File: config.mk
export PLATFORM = sky130hd
export DESIGN_NAME = fp_addsub_seq
export DESIGN_NICKNAME = d
export VERILOG_FILES = /design/src/rtl/fp_pkg.sv /design/src/rtl/fp_round.sv /design/src/rtl/fp_addsub_seq.sv
export SDC_FILE = /design/constraint.sdc
export NUM_CORES = 1
export LEC_CHECK = 0
export BUFFER_PORTS_ARGS = -buffer_cell sky130_fd_sc_hd__buf_2
export CAP_MARGIN = 5
export CORE_UTILIZATION = 30
export DETAILED_ROUTE_END_ITERATION = 16
export GPL_ROUTABILITY_DRIVEN = 0
export PLACE_DENSITY = 0.44
export SYNTH_ARGS = -nofsm -noshare
export SYNTH_HDL_FRONTEND = slang
export SYNTH_SLANG_ARGS = --single-unit
export TNS_END_PERCENT = 50
File: constraint.sdc
create_clock -name clk -period 9.5 [get_ports clk]
set_input_delay 0.95 -clock clk [delete_from_list [all_inputs] [get_ports clk]]
set_output_delay 0.95 -clock clk [all_outputs]
set_load 0.05 [all_outputs]
File: src/rtl/fp_pkg.sv
// Shared types and default widths for the sequential half-precision-style adder.
package fp_pkg;

  localparam int unsigned EXP_W_DEF = 5;
  localparam int unsigned MAN_W_DEF = 10;
  localparam int unsigned BIAS_DEF  = 15;

  typedef enum logic [2:0] {
    IDLE,
    UNPACK,
    ALIGN,
    ADDSUB,
    NORM,
    ROUND,
    FIN
  } state_t;

  typedef struct packed {
    logic g;
    logic r;
    logic s;
  } grs_t;

endpackage

File: src/rtl/fp_round.sv
// Round-to-nearest-even with carry renormalisation, then overflow/underflow
// saturation to infinity or signed zero.
module fp_round
  import fp_pkg::*;
#(
  parameter int unsigned EXP_W   = EXP_W_DEF,
  parameter int unsigned MAN_W   = MAN_W_DEF,
  parameter int unsigned EXP_MAX = 31
) (
  input  logic                     sign_i,
  input  logic signed [EXP_W+1:0]  exp_i,
  input  logic        [MAN_W:0]    mant_i,
  input  grs_t                     grs_i,
  output logic        [EXP_W+MAN_W:0] result_o
);

  localparam int unsigned EW2 = EXP_W + 2;
  localparam int unsigned MW2 = MAN_W + 2;
  localparam logic signed [EW2-1:0] EXP_INF = EW2'(EXP_MAX);

  logic                  inc;
  logic [MW2-1:0]        sum;
  logic signed [EW2-1:0] exp_r;
  logic [MAN_W-1:0]      frac;

  always_comb begin
    inc    = grs_i.g & (grs_i.r | grs_i.s | mant_i[0]);
    sum    = {1'b0, mant_i} + MW2'(inc);
    exp_r  = exp_i;
    frac   = sum[MAN_W-1:0];
    // A carry out of the hidden bit leaves 1.000..0, so only the exponent moves
    if (sum[MW2-1]) begin
      exp_r = exp_i + EW2'(1);
      frac  = sum[MAN_W:1];
    end
    if (exp_r >= EXP_INF) begin
      result_o = {sign_i, {EXP_W{1'b1}}, {MAN_W{1'b0}}};
    end else if (exp_r[EW2-1] || (exp_r == EW2'(0))) begin
      result_o = {sign_i, {(EXP_W+MAN_W){1'b0}}};
    end else begin
      result_o = {sign_i, exp_r[EXP_W-1:0], frac};
    end
  end

endmodule

File: src/rtl/fp_addsub_seq.sv
// Multi-cycle floating-point add/subtract: one alignment shift and one
// normalisation shift per clock, flush-to-zero, round-to-nearest-even.
module fp_addsub_seq
  import fp_pkg::*;
#(
  parameter int unsigned EXP_W = EXP_W_DEF,
  parameter int unsigned MAN_W = MAN_W_DEF,
  parameter int unsigned BIAS  = BIAS_DEF
) (
  input  logic                   clk,
  input  logic                   reset,
  input  logic                   start,
  input  logic                   sub,
  input  logic [EXP_W+MAN_W:0]   op_a,
  input  logic [EXP_W+MAN_W:0]   op_b,
  output logic [EXP_W+MAN_W:0]   result,
  output logic                   busy,
  output logic                   done
);

  localparam int unsigned W       = 1 + EXP_W + MAN_W;
  localparam int unsigned EW2     = EXP_W + 2;
  localparam int unsigned XW      = MAN_W + 5;
  localparam int unsigned CNT_W   = $clog2(MAN_W + 4);
  localparam int unsigned EXP_MAX = 2 * BIAS + 1;

  state_t                state_q, state_d;
  logic [W-1:0]          opa_q, opa_d, opb_q, opb_d;
  logic                  sa_q, sa_d, sb_q, sb_d, sign_q, sign_d;
  logic [EXP_W-1:0]      ea_q, ea_d, diff_q, diff_d;
  logic [MAN_W:0]        ma_q, ma_d, mb_q, mb_d;
  grs_t                  grs_q, grs_d;
  logic [CNT_W-1:0]      cnt_q, cnt_d;
  logic signed [EW2-1:0] exp_q, exp_d;
  logic [W-1:0]          pend_q, pend_d, result_q, result_d;
  logic                  busy_q, busy_d, done_q, done_d;

  logic [EXP_W-1:0]      ua_e, ub_e;
  logic [MAN_W:0]        ua_m, ub_m, nm;
  logic                  swap, eff_sub;
  logic [XW-1:0]         sum_ext;
  grs_t                  ngrs;
  logic [W-1:0]          round_res;

  fp_round #(
    .EXP_W  (EXP_W),
    .MAN_W  (MAN_W),
    .EXP_MAX(EXP_MAX)
  ) u_round (
    .sign_i  (sign_q),
    .exp_i   (exp_q),
    .mant_i  (ma_q),
    .grs_i   (grs_q),
    .result_o(round_res)
  );

  always_comb begin
    state_d  = state_q;
    opa_d    = opa_q;
    opb_d    = opb_q;
    sa_d     = sa_q;
    sb_d     = sb_q;
    sign_d   = sign_q;
    ea_d     = ea_q;
    diff_d   = diff_q;
    ma_d     = ma_q;
    mb_d     = mb_q;
    grs_d    = grs_q;
    cnt_d    = cnt_q;
    exp_d    = exp_q;
    pend_d   = pend_q;
    result_d = result_q;
    busy_d   = busy_q;
    done_d   = done_q;
    nm       = '0;
    ngrs     = '0;

    // Zero exponent flushes the operand to zero; otherwise restore hidden bit
    ua_e = opa_q[W-2:MAN_W];
    ub_e = opb_q[W-2:MAN_W];
    ua_m = (ua_e == '0) ? '0 : {1'b1, opa_q[MAN_W-1:0]};
    ub_m = (ub_e == '0) ? '0 : {1'b1, opb_q[MAN_W-1:0]};
    swap = {ub_e, ub_m} > {ua_e, ua_m};

    eff_sub = sa_q ^ sb_q;
    sum_ext = eff_sub ? ({1'b0, ma_q, 3'b000} - {1'b0, mb_q, grs_q})
                      : ({1'b0, ma_q, 3'b000} + {1'b0, mb_q, grs_q});

    unique case (state_q)
      IDLE: begin
        if (start) begin
          opa_d   = op_a;
          opb_d   = {op_b[W-1] ^ sub, op_b[W-2:0]};
          busy_d  = 1'b1;
          done_d  = 1'b0;
          state_d = UNPACK;
        end
      end
      UNPACK: begin
        if (swap) begin
          sa_d   = opb_q[W-1];
          sb_d   = opa_q[W-1];
          ea_d   = ub_e;
          ma_d   = ub_m;
          mb_d   = ua_m;
          diff_d = ub_e - ua_e;
        end else begin
          sa_d   = opa_q[W-1];
          sb_d   = opb_q[W-1];
          ea_d   = ua_e;
          ma_d   = ua_m;
          mb_d   = ub_m;
          diff_d = ua_e - ub_e;
        end
        grs_d   = '0;
        cnt_d   = '0;
        state_d = (diff_d == '0) ? ADDSUB : ALIGN;
      end
      ALIGN: begin
        // Once every original bit has reached sticky, further shifts are no-ops
        mb_d   = mb_q >> 1;
        grs_d  = '{g: mb_q[0], r: grs_q.g, s: grs_q.r | grs_q.s};
        diff_d = diff_q - EXP_W'(1);
        cnt_d  = cnt_q + CNT_W'(1);
        if ((diff_q == EXP_W'(1)) || (cnt_q == CNT_W'(MAN_W + 2))) begin
          state_d = ADDSUB;
        end
      end
      ADDSUB: begin
        if (sum_ext[XW-1]) begin
          nm    = sum_ext[XW-1:4];
          ngrs  = '{g: sum_ext[3], r: sum_ext[2], s: |sum_ext[1:0]};
          exp_d = EW2'(ea_q) + EW2'(1);
        end else begin
          nm    = sum_ext[XW-2:3];
          ngrs  = grs_t'(sum_ext[2:0]);
          exp_d = EW2'(ea_q);
        end
        ma_d   = nm;
        grs_d  = ngrs;
        sign_d = sa_q;
        // Exact cancellation is +0; only a same-sign add of two zeros keeps the sign
        if (sum_ext == '0) begin
          pend_d  = {~eff_sub & sa_q, {(W-1){1'b0}}};
          state_d = FIN;
        end else if (nm[MAN_W]) begin
          state_d = ROUND;
        end else begin
          state_d = NORM;
        end
      end
      NORM: begin
        ma_d  = {ma_q[MAN_W-1:0], grs_q.g};
        grs_d = '{g: grs_q.r, r: grs_q.s, s: grs_q.s};
        exp_d = exp_q - EW2'(1);
        if (ma_q[MAN_W-1]) begin
          state_d = ROUND;
        end
      end
      ROUND: begin
        pend_d  = round_res;
        state_d = FIN;
      end
      FIN: begin
        result_d = pend_q;
        done_d   = 1'b1;
        busy_d   = 1'b0;
        state_d  = IDLE;
      end
      default: begin
        state_d = IDLE;
      end
    endcase
  end

  always_ff @(posedge clk or posedge reset) begin
    if (reset) begin
      state_q  <= IDLE;
      opa_q    <= '0;
      opb_q    <= '0;
      sa_q     <= 1'b0;
      sb_q     <= 1'b0;
      sign_q   <= 1'b0;
      ea_q     <= '0;
      diff_q   <= '0;
      ma_q     <= '0;
      mb_q     <= '0;
      grs_q    <= '0;
      cnt_q    <= '0;
      exp_q    <= '0;
      pend_q   <= '0;
      result_q <= '0;
      busy_q   <= 1'b0;
      done_q   <= 1'b0;
    end else begin
      state_q  <= state_d;
      opa_q    <= opa_d;
      opb_q    <= opb_d;
      sa_q     <= sa_d;
      sb_q     <= sb_d;
      sign_q   <= sign_d;
      ea_q     <= ea_d;
      diff_q   <= diff_d;
      ma_q     <= ma_d;
      mb_q     <= mb_d;
      grs_q    <= grs_d;
      cnt_q    <= cnt_d;
      exp_q    <= exp_d;
      pend_q   <= pend_d;
      result_q <= result_d;
      busy_q   <= busy_d;
      done_q   <= done_d;
    end
  end

  assign result = result_q;
  assign busy   = busy_q;
  assign done   = done_q;

endmodule

# After elaboration in Yosys (flattened, before gate mapping)
# Cells that the tools add are included.
[totals] output_inout_bits=18 register_bits=118 inputBits=36 wordCells=109
[op_classes] n_eq_ne=12 n_mux=37 add_sub_neg=10 n_lt_le_gt_ge=2 bitwise=8 reduce_logical=21
[op_table] cell="11-bit two-way mux" count=6
[op_table] cell="15-bit two-way mux" count=3
[op_table] cell="11-bit one-hot mux with 3 select lines" count=1
[op_table] cell="16-bit one-hot mux with 2 select lines" count=1
[op_table] cell="11-bit one-hot mux with 2 select lines" count=1
[op_table] cell="3-bit one-hot mux with 6 select lines" count=1
[op_table] cell="16-bit greater-than comparator" count=1
[op_table] cell="16-bit two-way mux" count=1
[op_table] cell="14-bit by 14-bit adder with 15-bit output" count=1
[op_table] cell="15-bit zero test" count=1
[op_table] cell="5-bit zero test" count=3
[op_table] cell="5-bit two-way mux" count=3
[op_table] cell="14-bit by 14-bit subtractor with 15-bit output" count=1
[op_table] cell="7-bit one-hot mux with 2 select lines" count=1
[op_table] cell="11-bit by 1-bit adder with 12-bit output" count=1
[op_table] cell="3-bit two-way mux" count=4
[op_table] cell="3-bit one-hot mux with 4 select lines" count=1
[op_table] cell="10-bit two-way mux" count=1
[op_table] cell="5-bit one-hot mux with 2 select lines" count=1
[op_table] cell="5-bit subtractor" count=2
[op_table] cell="3-bit equality test (second input constant)" count=3
[op_table] cell="2-bit != test (second input constant)" count=4
[op_table] cell="4-bit one-hot mux with 2 select lines" count=1
[op_table] cell="2-bit AND reduction" count=4
[op_table] cell="other kinds (27)" count=43

# Longest topological paths before layout
# Gate-level depths: netlist of run 1.
[logic_depth] word_depth=10 depth_mapped=16 mapped_depth_nobuf=13

# Hierarchy
# From an unflattened synthesis of run 1, not the netlist that was laid out.
[hier_totals] cells_unflattened=892 hier_area_um2=8266.7
[by_module_without_submodules] mod="fp_addsub_seq" seq_area_each_um2=2952.8 instances=1 cells_each=811 area_each_um2=7582.3
[by_module_without_submodules] mod="fp_round" seq_area_each_um2=0.0 instances=1 cells_each=81 area_each_um2=684.4

# Worst setup path before layout of run 1
# OpenSTA, ideal clock, no wires.
[synth_path] path_type="flip-flop to flip-flop" start="register opa_q[11]" end="register diff_q[4]" stages_incl_launch_ff=15 arrival_ns=3.383 required_time_ns=9.374 period_less_slack_ns=3.509 setup_time_ns=0.126 path_buffers=2 slack_ns=5.991 cell_sequence="dfrtp_1 -> nor3_1 -> nand3_1 -> clkbuf_1 -> buf_1 -> nand2_1 -> ha_1 -> nor2b_1 -> o211ai_1 -> a2111o_1 -> a41oi_4 -> mux2_2 -> a311oi_1 -> xnor2_1 -> o311a_1"
[synth_via] elab_chain_cells=6 elab_cells_between_ends=8 classes_between="2 x add/sub; 1 x order compare; 4 x mux; 1 x reduce/logical"
[synth_lines] item="from (decl)" line_no="fp_addsub_seq.sv:28" source="logic [W-1:0] opa_q, opa_d, opb_q, opb_d;"
[synth_lines] item="from (signal assigned)" line_no="fp_addsub_seq.sv:197" source="opa_q <= opa_d;"
[synth_lines] item="5-bit zero test" line_no="fp_addsub_seq.sv:81" source="ua_m = (ua_e == '0) ? '0 : {1'b1, opa_q[MAN_W-1:0]};"
[synth_lines] item="11-bit two-way mux" line_no="fp_addsub_seq.sv:81"
[synth_lines] item="16-bit greater-than comparator" line_no="fp_addsub_seq.sv:83" source="swap = {ub_e, ub_m} > {ua_e, ua_m};"
[synth_lines] item="5-bit two-way mux *" line_no="fp_addsub_seq.sv:100" source="if (swap) begin"
[synth_lines] item="5-bit two-way mux *" line_no="fp_addsub_seq.sv:89" source="unique case (state_q)"
[synth_lines] item="5-bit one-hot mux with 2 select lines *" line_no="fp_addsub_seq.sv:89"
[synth_lines] item="to (signal assigned)" line_no="fp_addsub_seq.sv:203" source="diff_q <= diff_d;"
[synth_lines] item="to (decl)" line_no="fp_addsub_seq.sv:30" source="logic [EXP_W-1:0] ea_q, ea_d, diff_q, diff_d;"
# Mark *: on every way between the ends. The rest lies on a longest branch, timed or not. The select of a mux whose other input is x is not followed.
# A chain may end at the register's enable or synchronous reset.

# Worst setup path after layout of run 1
[layout_path] start="register opa_q[11]" end="register ma_q[2]"
[layout_via] elab_chain_cells=5
[layout_lines] item="5-bit zero test" line_no="fp_addsub_seq.sv:81"
[layout_lines] item="11-bit two-way mux" line_no="fp_addsub_seq.sv:81"
[layout_lines] item="16-bit greater-than comparator" line_no="fp_addsub_seq.sv:83"
[layout_lines] item="11-bit two-way mux *" line_no="fp_addsub_seq.sv:100"
[layout_lines] item="11-bit one-hot mux with 3 select lines *" line_no="fp_addsub_seq.sv:89"
[layout_lines] item="to (signal assigned)" line_no="fp_addsub_seq.sv:204" source="ma_q <= ma_d;"
[layout_lines] item="to (decl)" line_no="fp_addsub_seq.sv:31" source="logic [MAN_W:0] ma_q, ma_d, mb_q, mb_d;"
# Mark *: on every way between the ends. The rest lies on a longest branch, timed or not.

==> results of run 1 <==
metrics by stage:
step / utilization, % / setup slack [ns] / std cells / hold WS, ns
6_report: 34.9 / 5.33 / 1306 / 0.473
5_1_grt: 34.9 / 4.91 / 1306 / 0.493
4_1_cts: 34.9 / 5.30 / 1306 / 0.477
3_5_place_dp: 32.5 / 5.33 / 1274 / 0.462
3_3_place_gp: 32.5 / 5.42 / 1274 / 0.456
2_1_floorplan: - / 5.42 / 926 / 0.447
worst min-delay path by stage:
stage	slack, ns	to	cells after the start	startpoint
floorplan	0.45	sign_q$_DFFE_PP0P_	2	sign_q$_DFFE_PP0P_
global placement	0.46	busy$_DFFE_PP0P_	1	busy$_DFFE_PP0P_
detailed placement	0.46	busy$_DFFE_PP0P_	1	busy$_DFFE_PP0P_
CTS	0.48	busy$_DFFE_PP0P_	1	busy$_DFFE_PP0P_
global route	0.49	busy$_DFFE_PP0P_	1	busy$_DFFE_PP0P_
finish	0.47	busy$_DFFE_PP0P_	1	busy$_DFFE_PP0P_
cell type report:
cell class | count | area, sq um | share of cell area [%]
Multi-Input combinational cell | 689 | 4760 | 50.8
Sequential cell | 118 | 2950 | 31.5
Tap cell | 341 | 427 | 4.55
Clock buffer | 17 | 425 | 4.54
Timing Repair Buffer | 65 | 355 | 3.79
Inverter | 61 | 231 | 2.47
Clock inverter | 15 | 218 | 2.32
cell families after synthesis:
logic type | share of synthesized area [%]
AOI/OAI and AO/OA | 20.6
xor gates and xnor gates | 3.42
adders and majority gates | 8.81
buffers and inverters | 6.07
DFF | 36.0
muxes | 7.99
and+or+nand+nor | 17.2
flip-flops by register name (all words and copies together) (netlist names):
name and flops:
opa_q 16, opb_q 16, pend_q 16, result 16, ma_q 11, mb_q 11, exp_q 7, diff_q 5
ea_q 5, cnt_q 4, grs_q 3, state_q 3, busy 1, done 1, sa_q 1, sb_q 1
sign_q 1
worst max-delay path, stage by stage (launching register included):
cell and delay, ns:
dfrtp_1 0.43, nor3_1 0.24, nand3_1 0.58, nand2_1 0.29, inv_1 0.08, ha_1 0.18
nor2b_1 0.11, o211ai_1 0.09, a2111o_1 0.41, a41oi_4 0.44, buf_4 0.48, o21ai_0 0.16
and2_1 0.18, o32a_1 0.35
cell usage after synthesis, types with 4 or more instances:
cell	n	area share, %
or3_1	6	0.46
clkbuf_1	37	1.7
o31a_1	4	0.43
nand2b_1	7	0.53
ha_1	53	8.1
nand2_1	103	4.7
inv_1	61	2.8
a32o_1	5	0.61
o22ai_1	4	0.30
a21oi_1	37	2.3
nor3_1	14	0.85
nand3_1	27	1.6
o21a_1	6	0.55
and3_1	7	0.53
nor2b_1	8	0.61
dfrtp_1	118	36
nor4_1	8	0.61
a221o_1	5	0.61
a22oi_1	11	1.0
xor2_1	9	0.96
nor2_1	75	3.4
a211oi_1	10	0.91
a31oi_1	15	1.1
buf_2	8	0.49
a211o_1	6	0.64
and2_1	4	0.30
mux2_2	44	6.0
buf_6	4	0.55
xnor2_1	23	2.5
o211ai_1	28	2.6
mux2i_1	16	2.0
nand4_1	13	0.99
o21ai_0	70	4.3
a22o_1	7	0.75
a21o_1	9	0.82
buf_1	6	0.27
layer usage:
layer | GRT usage (%) | part of all wire [%] | vias up
met5 | 0 | 0 | -
met4 | 4.83 | 1.3 | 0
met3 | 2.53 | 3.0 | 20
met2 | 27.2 | 45 | 125
met1 | 24.2 | 51 | 3306
li1 | - | - | 3385
layout by cell type (no fill, tap or decap), drive strengths merged, types with 16 or more instances in the layout:
cell | synthesis | layout
clkbuf | 37 | 17
nand2 | 103 | 103
xnor2 | 23 | 23
o21ai | 71 | 71
inv | 61 | 66
nor2 | 75 | 75
a21oi | 37 | 37
o211ai | 28 | 28
nand3 | 27 | 27
buf | 21 | 65
ha | 53 | 53
mux2 | 44 | 44
dfrtp | 118 | 118
mux2i | 16 | 16
==> key figures, run 1 <==
Run status
  – Status: finished clean

Clocking
  – Number of CTS-inserted buffers: 17
  – Max Root-Sink Buffers: 2
  – CTS H-tree lvls: 4
  – Worst-path clk slew: 0.07 ns
  – CTS tree: yes
  – Hold_buf cts: 0
  – PostCTS Resize Cnt: 0
  – Worst skew pair latency: 0.43 ns
  – Root Driver: clkbuf_16
  – Setup bufs post-CTS: 0
  – Num Clock Sinks: 118

Global route
  – Antenna violations before repair: 1
  – Vias in the first global route: 6720
  – Total GRT Usage: 17.2%
  – First-pass GRT wire length: 37500 um
  – Pin count of the biggest net entering global routing: 72
  – Grt total ovfl: 0

Synthesis
  – Post-Syn Instances: 926
  – Async SR Flop Fraction: 100%
  – FF+latch count, synth: 118
  – Total nets after synthesis: 1018
  – Dominant synthesized flop cell: dfrtp_1
  – Unique cell type count in the Yosys netlist: 74
  – Syn Std Cell Area: 8210 sq um
  – Register area share after synthesis: 36.0%
  – Mean post-synth cell area: 8.86 sq um
  – Number of flops mapped to enable cells by yosys: 0
  – Synth warn: 0

Critical path
  – CP arrival: 4.46 ns
  – FF-to-FF path depth: 13
  – CP endpoint: ma_q[2]$_DFFE_PP0P_
  – Setup Crit Path Kind: register to register
  – Crit. Startpoint: opa_q[11]$_DFFE_PP0P_
  – R2R setup slack: 5.33 ns
  – Startpoint Class: register
  – Reg-to-Reg Start: opa_q[11]$_DFFE_PP0P_
  – CP max FO: 49
  – R2R Path End: ma_q[2]$_DFFE_PP0P_
  – CP endpoint kind: register
  – CP Data Required Time: 9.79 ns

Placement
  – Dpl hpwl: 17300 um
  – Placed inst area: 8730 sq um
  – Port buffer count: 53

STA
  – Setup TNS Final: 0 ns
  – Maximum achievable frequency: 240 MHz
  – Fin crit share: 43.9%
  – Final Setup Violations: 0
  – Slew margin rel.: 33.1%
  – Final Hold Viols: 0
  – Clock Skew: 0.0165 ns
  – Tightest Pin Transition: 1.00 ns
  – Fin crit period: 4.17 ns
  – Unrepaired setup endpoints after global routing: no
  – Max Slew Vio Count: 0

Route
  – DRC violations left: 0
  – Routed Antenna Nets: 0
  – Drt wl/cell: 17.8 um
  – Detailed Route WL: 23300 um
  – DRT Pass-1 Iters: 5
  – 1st-iter DRT viols: 488
  – Via Count: 6836
  – Vias per cell: 5.23

Floorplan
  – Die ar.: 28000 sq um
  – Core box area: 26900 sq um
  – Boundary pin count: 54
  – Cell Rows: 60
  – Chip width: 167 um
  – Die height: 167 um
  – Starting Density: 30.5%

Layout
  – Layout cells sized above 1: 16.3%
  – ANT cells: 0
  – Synth-to-layout area growth: 14.2%
  – Final #Nets: 1044
  – Design area: 9370 sq um
  – Fillers: 2799

Worst hold path
  – Hold/Removal Path Class: register to register

Flow run
  – Max cap viols: 0
Power of run 1 is not shown: default switching activity piles up to over one toggle a cycle in this logic, so the estimate is an artifact.
==> inputs of run 2 (changes only) <==
- clock period: 9.5 -> 4.2 ns (I/O delays scaled with it)
==> key figures, run 2 (synthesis gave the netlist of run 1 again) <==
Worst hold path
  – HP Start: op_a[10]
  – Hold path depth: 3 (+2)
  – Hold/Removal Path Class: input pin to register
  – Hold endpoint: opa_q[10]$_DFFE_PP0P_

Critical path
  – FF-to-FF path depth: 11 (-2)
  – Worst path max stage delay: 0.54 ns (-0.04 ns)
  – R2R setup slack: 0.33 ns (-5.00 ns)
  – Critical path cell sequence: ha_1 -> inv_1 -> fa_1 -> or2_2 -> a211oi_1 -> o2bb2ai_1 -> nor3_1 -> a211o_1 -> nand2b_1 -> o31a_1 -> a221o_1
  – R2R Path End: pend_q[11]$_DFFE_PP0P_
  – CP Data Required Time: 4.50 ns (-5.29 ns)
  – Reg-to-Reg Start: ma_q[0]$_DFFE_PP0P_
  – Startpoint Class: register
  – Critical-path top delay cell: o31a_1
  – CP max FO: 15 (-69%)
  – CP arrival: 4.17 ns (-0.29 ns)
  – CP endpoint kind: register
  – Setup Crit Path Kind: register to register

Global route
  – First-pass GRT wire length: 38400 um (+2.2%)
  – Vias in the first global route: 6759 (+0.58%)
  – Total GRT Usage: 17.6% (+0.42 points)
  – Antenna violations before repair: 0 (-1)
  – Most used routing layer: met2
  – GRT met3 Usage: 2.43% (-0.095 points)
  – Pin count of the biggest net entering global routing: 76 (+5.6%)
  – Grt total ovfl: 0 (unchanged)
  – Met2 usage: 28.0% (+0.82 points)
  – Met1 GRT Util: 25.2% (+0.99 points)

Run status
  – Status: finished clean

Clocking
  – PostCTS Resize Cnt: 0 (unchanged)
  – Worst skew pair latency: 0.42 ns (about the same)
  – CTS tree: yes
  – Worst-path clk slew: 0.06 ns (about the same)
  – Number of CTS-inserted buffers: 17 (unchanged)
  – Max Root-Sink Buffers: 2 (unchanged)
  – Setup bufs post-CTS: 0 (unchanged)
  – Root Driver: clkbuf_16
  – CTS H-tree lvls: 4 (unchanged)
  – Num Clock Sinks: 118 (unchanged)
  – Hold_buf cts: 0 (unchanged)

STA
  – Setup TNS Final: 0 ns (unchanged)
  – Final Setup Violations: 0 (unchanged)
  – Fin crit share: 92.2% (+48 points)
  – Final Hold Viols: 0 (unchanged)
  – Fin crit period: 3.87 ns (-0.297 ns)
  – Tightest Pin Transition: 1.04 ns (+0.0420 ns)
  – Max Slew Vio Count: 0 (unchanged)
  – Slew margin rel.: 30.3% (-2.8 points)
  – Clock Skew: 0.00896 ns (-0.00751 ns)
  – Unrepaired setup endpoints after global routing: no
  – Maximum achievable frequency: 258 MHz (+7.7%)

Layout
  – Area of the multi-input gates: 4760 sq um (about the same)
  – Final #Nets: 1057 (+1.2%)
  – ANT cells: 0 (unchanged)
  – Storage element area: 2950 sq um (unchanged)
  – Most frequent cells in the layout: dfrtp_1 (118), nand2_1 (102), nor2_1 (75), o21ai_0 (69), inv_1 (60)
  – Most common cell after layout, fill and taps aside: dfrtp_1
  – Layout cells sized above 1: 17.5% (+1.2 points)
  – Fillers: 2803 (+0.14%)
  – Synth-to-layout area growth: 15.6%

Placement
  – Port buffer count: 53 (unchanged)
  – Dpl hpwl: 17700 um (+2.5%)

Floorplan
  – Die ar.: 28000 sq um (unchanged)
  – Boundary pin count: 54 (unchanged)
  – Cell Rows: 60 (unchanged)
  – Die height: 167 um (unchanged)
  – Starting Density: 30.5% (unchanged)
  – Chip width: 167 um (unchanged)
  – Core box area: 26900 sq um (unchanged)

Route
  – Routed Antenna Nets: 0 (unchanged)
  – Detailed Route WL: 23500 um (+0.80%)
  – 1st-iter DRT viols: 455 (-6.8%)
  – Drt wl/cell: 17.8 um (-0.19%)
  – DRC violations left: 0 (unchanged)
  – DRT Pass-1 Iters: 5 (unchanged)
  – Via Count: 6930 (+1.4%)
  – Vias per cell: 5.25 (+0.38%)

Flow run
  – Max cap viols: 0 (unchanged)
## run 2: worst max path at each step
stage	start	end	slack [ns]	cells after the start
after floorplan	reset	busy$_DFFE_PP0P_	0.65	1
after global placement	opb_q[11]$_DFFE_PP0P_	diff_q[4]$_DFFE_PP0P_	0.32	13
after detailed placement	opb_q[11]$_DFFE_PP0P_	diff_q[4]$_DFFE_PP0P_	0.23	13
after CTS	opb_q[11]$_DFFE_PP0P_	diff_q[4]$_DFFE_PP0P_	0.16	13
after global routing	opb_q[11]$_DFFE_PP0P_	diff_q[4]$_DFFE_PP0P_	0.04	13
final	ma_q[0]$_DFFE_PP0P_	pend_q[11]$_DFFE_PP0P_	0.33	11
## run 2: critical path: cells and delay by family, from the launching register on
family | cells | cell delay [ns]
compound gates | 5 | 1.93
fa+ha+maj | 2 | 0.62
simple gates | 3 | 0.62
flops | 1 | 0.52
buf+inv | 1 | 0.05
## run 2: per-layer routing
layer / wire [um] / part of all wire, %
met3: 563 / 2.4
met5: 0 / 0
met4: 265 / 1.1
met2: 10900 / 46
met1: 11800 / 50
## run 2: area by class of cell
type | count | share of cell area [%]
multi-input cells | 689 | 50.2
flip-flops and latches | 118 | 31.1
repair buffers | 78 | 5.04
clock buffers | 18 | 4.63
well taps | 341 | 4.50
inverters | 61 | 2.44
clock inverters | 14 | 2.08
## run 2: metrics by stage
stage / utilization (%) / cell area (sq um) / hold WS, ns / std cells / worst slack, ns
finish: 35.3 / 9490 / 0.202 / 1319 / 0.327
floorplan: - / 8210 / 0.447 / 926 / 0.651
CTS: 35.3 / 9490 / 0.190 / 1319 / 0.155
detailed placement: 32.9 / 8850 / 0.462 / 1287 / 0.233
global placement: 32.9 / 8850 / 0.459 / 1287 / 0.318
global route: 35.3 / 9490 / 0.204 / 1319 / 0.0419
Power of run 2 is left out for the same reason.
==> inputs of run 3 (changes only) <==
- CORE_ASPECT_RATIO: not set -> 0.6
- CORE_UTILIZATION: 30 -> 60
- PLACE_DENSITY: 0.44 -> 0.78
- clock period: 4.2 -> 3.9 ns (I/O delays scaled with it)
==> key figures, run 3 (synthesis gave the netlist of run 1 again) <==
Critical path
  – Crit. Startpoint: opb_q[12]$_DFFE_PP0P_
  – Worst path max stage delay: 0.41 ns (-0.13 ns)
  – CP Data Required Time: 4.20 ns (-0.30 ns)
  – Reg-to-Reg Start: opb_q[12]$_DFFE_PP0P_
  – Startpoint Class: register
  – CP endpoint: diff_q[4]$_DFFE_PP0P_
  – Critical-path top delay cell: dfrtp_1
  – Critical path cell sequence: nor4_1 -> nand2_2 -> nand2_1 -> inv_1 -> ha_1 -> nor2b_1 -> o211ai_1 -> a2111o_1 -> a41oi_4 -> buf_12 -> mux2i_1 -> a311oi_1 -> xnor2_1 -> o311a_1
  – CP endpoint kind: register
  – R2R Path End: diff_q[4]$_DFFE_PP0P_
  – CP max FO: 59 (+44)
  – R2R setup slack: 0.19 ns (-0.14 ns)
  – Setup Crit Path Kind: register to register
  – CP arrival: 4.01 ns (-0.16 ns)
  – FF-to-FF path depth: 14 (+3)

Layout
  – Most common cell after layout, fill and taps aside: dfrtp_1
  – Storage element area: 2950 sq um (unchanged)
  – Synth-to-layout area growth: 13.3%
  – Design area: 9290 sq um (-2.1%)
  – ANT cells: 0 (unchanged)
  – Layout cells sized above 1: 17.8% (+0.27 points)
  – Fillers: 1056 (-62%)
  – Final #Nets: 1059 (+0.19%)
  – Most frequent cells in the layout: dfrtp_1 (118), nand2_1 (102), nor2_1 (75), o21ai_0 (69), inv_1 (60)
  – Area of the multi-input gates: 4770 sq um (+0.10%)

STA
  – Unrepaired setup endpoints after global routing: yes
  – Final Setup Violations: 0 (unchanged)
  – Fin crit share: 95.1% (+2.9 points)
  – Max Slew Vio Count: 0 (unchanged)
  – Maximum achievable frequency: 270 MHz (+4.4%)
  – Clock Skew: 0.0101 ns (+0.00112 ns)
  – Tightest Pin Transition: 1.01 ns (-0.0324 ns)
  – Setup TNS Final: 0 ns (unchanged)
  – Final Hold Viols: 0 (unchanged)
  – Fin crit period: 3.71 ns (-0.163 ns)
  – Slew margin rel.: 32.5% (+2.2 points)

Route
  – Routed Antenna Nets: 0 (unchanged)
  – Via Count: 7247 (+4.6%)
  – 1st-iter DRT viols: 729 (+60%)
  – Drt wl/cell: 18.9 um (+6.1%)
  – Detailed Route WL: 21700 um (-7.5%)
  – Vias per cell: 6.30 (+20%)
  – DRT Pass-1 Iters: 6 (+1)
  – DRC violations left: 0 (unchanged)

Global route
  – Antenna violations before repair: 0 (unchanged)
  – Pin count of the biggest net entering global routing: 66 (-13%)
  – First-pass GRT wire length: 34900 um (-9.0%)
  – Total GRT Usage: 32.0% (+14 points)
  – Grt total ovfl: 0 (unchanged)
  – Vias in the first global route: 6450 (-4.6%)

Floorplan
  – Cell Rows: 32 (-47%)
  – Core box area: 13100 sq um (-51%)
  – Starting Density: 62.7% (+32 points)
  – Chip width: 153 um (-8.6%)
  – Die ar.: 14200 sq um (-49%)
  – Boundary pin count: 54 (unchanged)
  – Die height: 92.6 um (-45%)

Worst hold path
  – Hold/Removal Path Class: input pin to async pin

Run status
  – Status: finished clean

Flow run
  – Max cap viols: 0 (unchanged)

Clocking
  – Num Clock Sinks: 118 (unchanged)
  – CTS tree: yes
  – Worst skew pair latency: 0.42 ns (about the same)
  – Root Driver: clkbuf_16
  – Worst-path clk slew: 0.06 ns (about the same)
  – Max Root-Sink Buffers: 2 (unchanged)
  – CTS H-tree lvls: 4 (unchanged)
  – Number of CTS-inserted buffers: 17 (unchanged)

Placement
  – Dpl hpwl: 16000 um (-9.9%)
  – Placed inst area: 8640 sq um (-2.4%)
  – Port buffer count: 53 (unchanged)
run 3: metrics by stage:
stage	util [%]	cells	setup slack, ns	hold slack [ns]
final	71.0	1150	0.190	0.137
after floorplan	-	926	0.381	0.447
after CTS	70.9	1150	0.0952	0.161
after detailed placement	66.0	1118	0.118	0.472
after global routing	71.0	1150	-0.0229	0.180
after global placement	66.0	1118	0.250	0.460
run 3: how the worst min path moves through the flow:
stage,startpoint,end,slack (ns)
floorplan,sign_q$_DFFE_PP0P_,sign_q$_DFFE_PP0P_,0.45
global placement,busy$_DFFE_PP0P_,busy$_DFFE_PP0P_,0.46
detailed placement,sign_q$_DFFE_PP0P_,sign_q$_DFFE_PP0P_,0.47
CTS,reset,busy$_DFFE_PP0P_,0.16
global route,op_a[14],opa_q[14]$_DFFE_PP0P_,0.18
finish,reset,busy$_DFFE_PP0P_,0.14
run 3: area by class of cell:
type | count | area share (%)
Sequential cell | 118 | 31.8
Clock inverter | 13 | 2.09
Timing Repair Buffer | 80 | 5.17
Clock buffer | 19 | 4.87
Multi-Input combinational cell | 689 | 51.3
Tap cell | 170 | 2.29
Inverter | 61 | 2.49
run 3: metal layers:
layer	wire, um	global-route usage, %
met2	8630	42.7
met1	10500	50.6
met3	2370	7.11
met5	0	0
met4	245	8.50
run 3: what timing repair did:
item	in CTS	in global routing
buffers inserted	0	0
endpoints found under the setup margin	0	5
gates resized for setup	0	2
hold buffers	0	0
run 3: critical path, delay by kind of cell, from the launching register on:
kind | cells | cell delay, ns
AO/OA/AOI/OAI | 5 | 1.37
AND/OR/NAND/NOR | 4 | 0.88
flip-flops | 1 | 0.41
buffers and inverters | 2 | 0.35
adder cells (fa/ha/maj) | 1 | 0.29
multiplexers | 1 | 0.16
XOR/XNOR | 1 | 0.13
Power of run 3 is left out for the same reason.
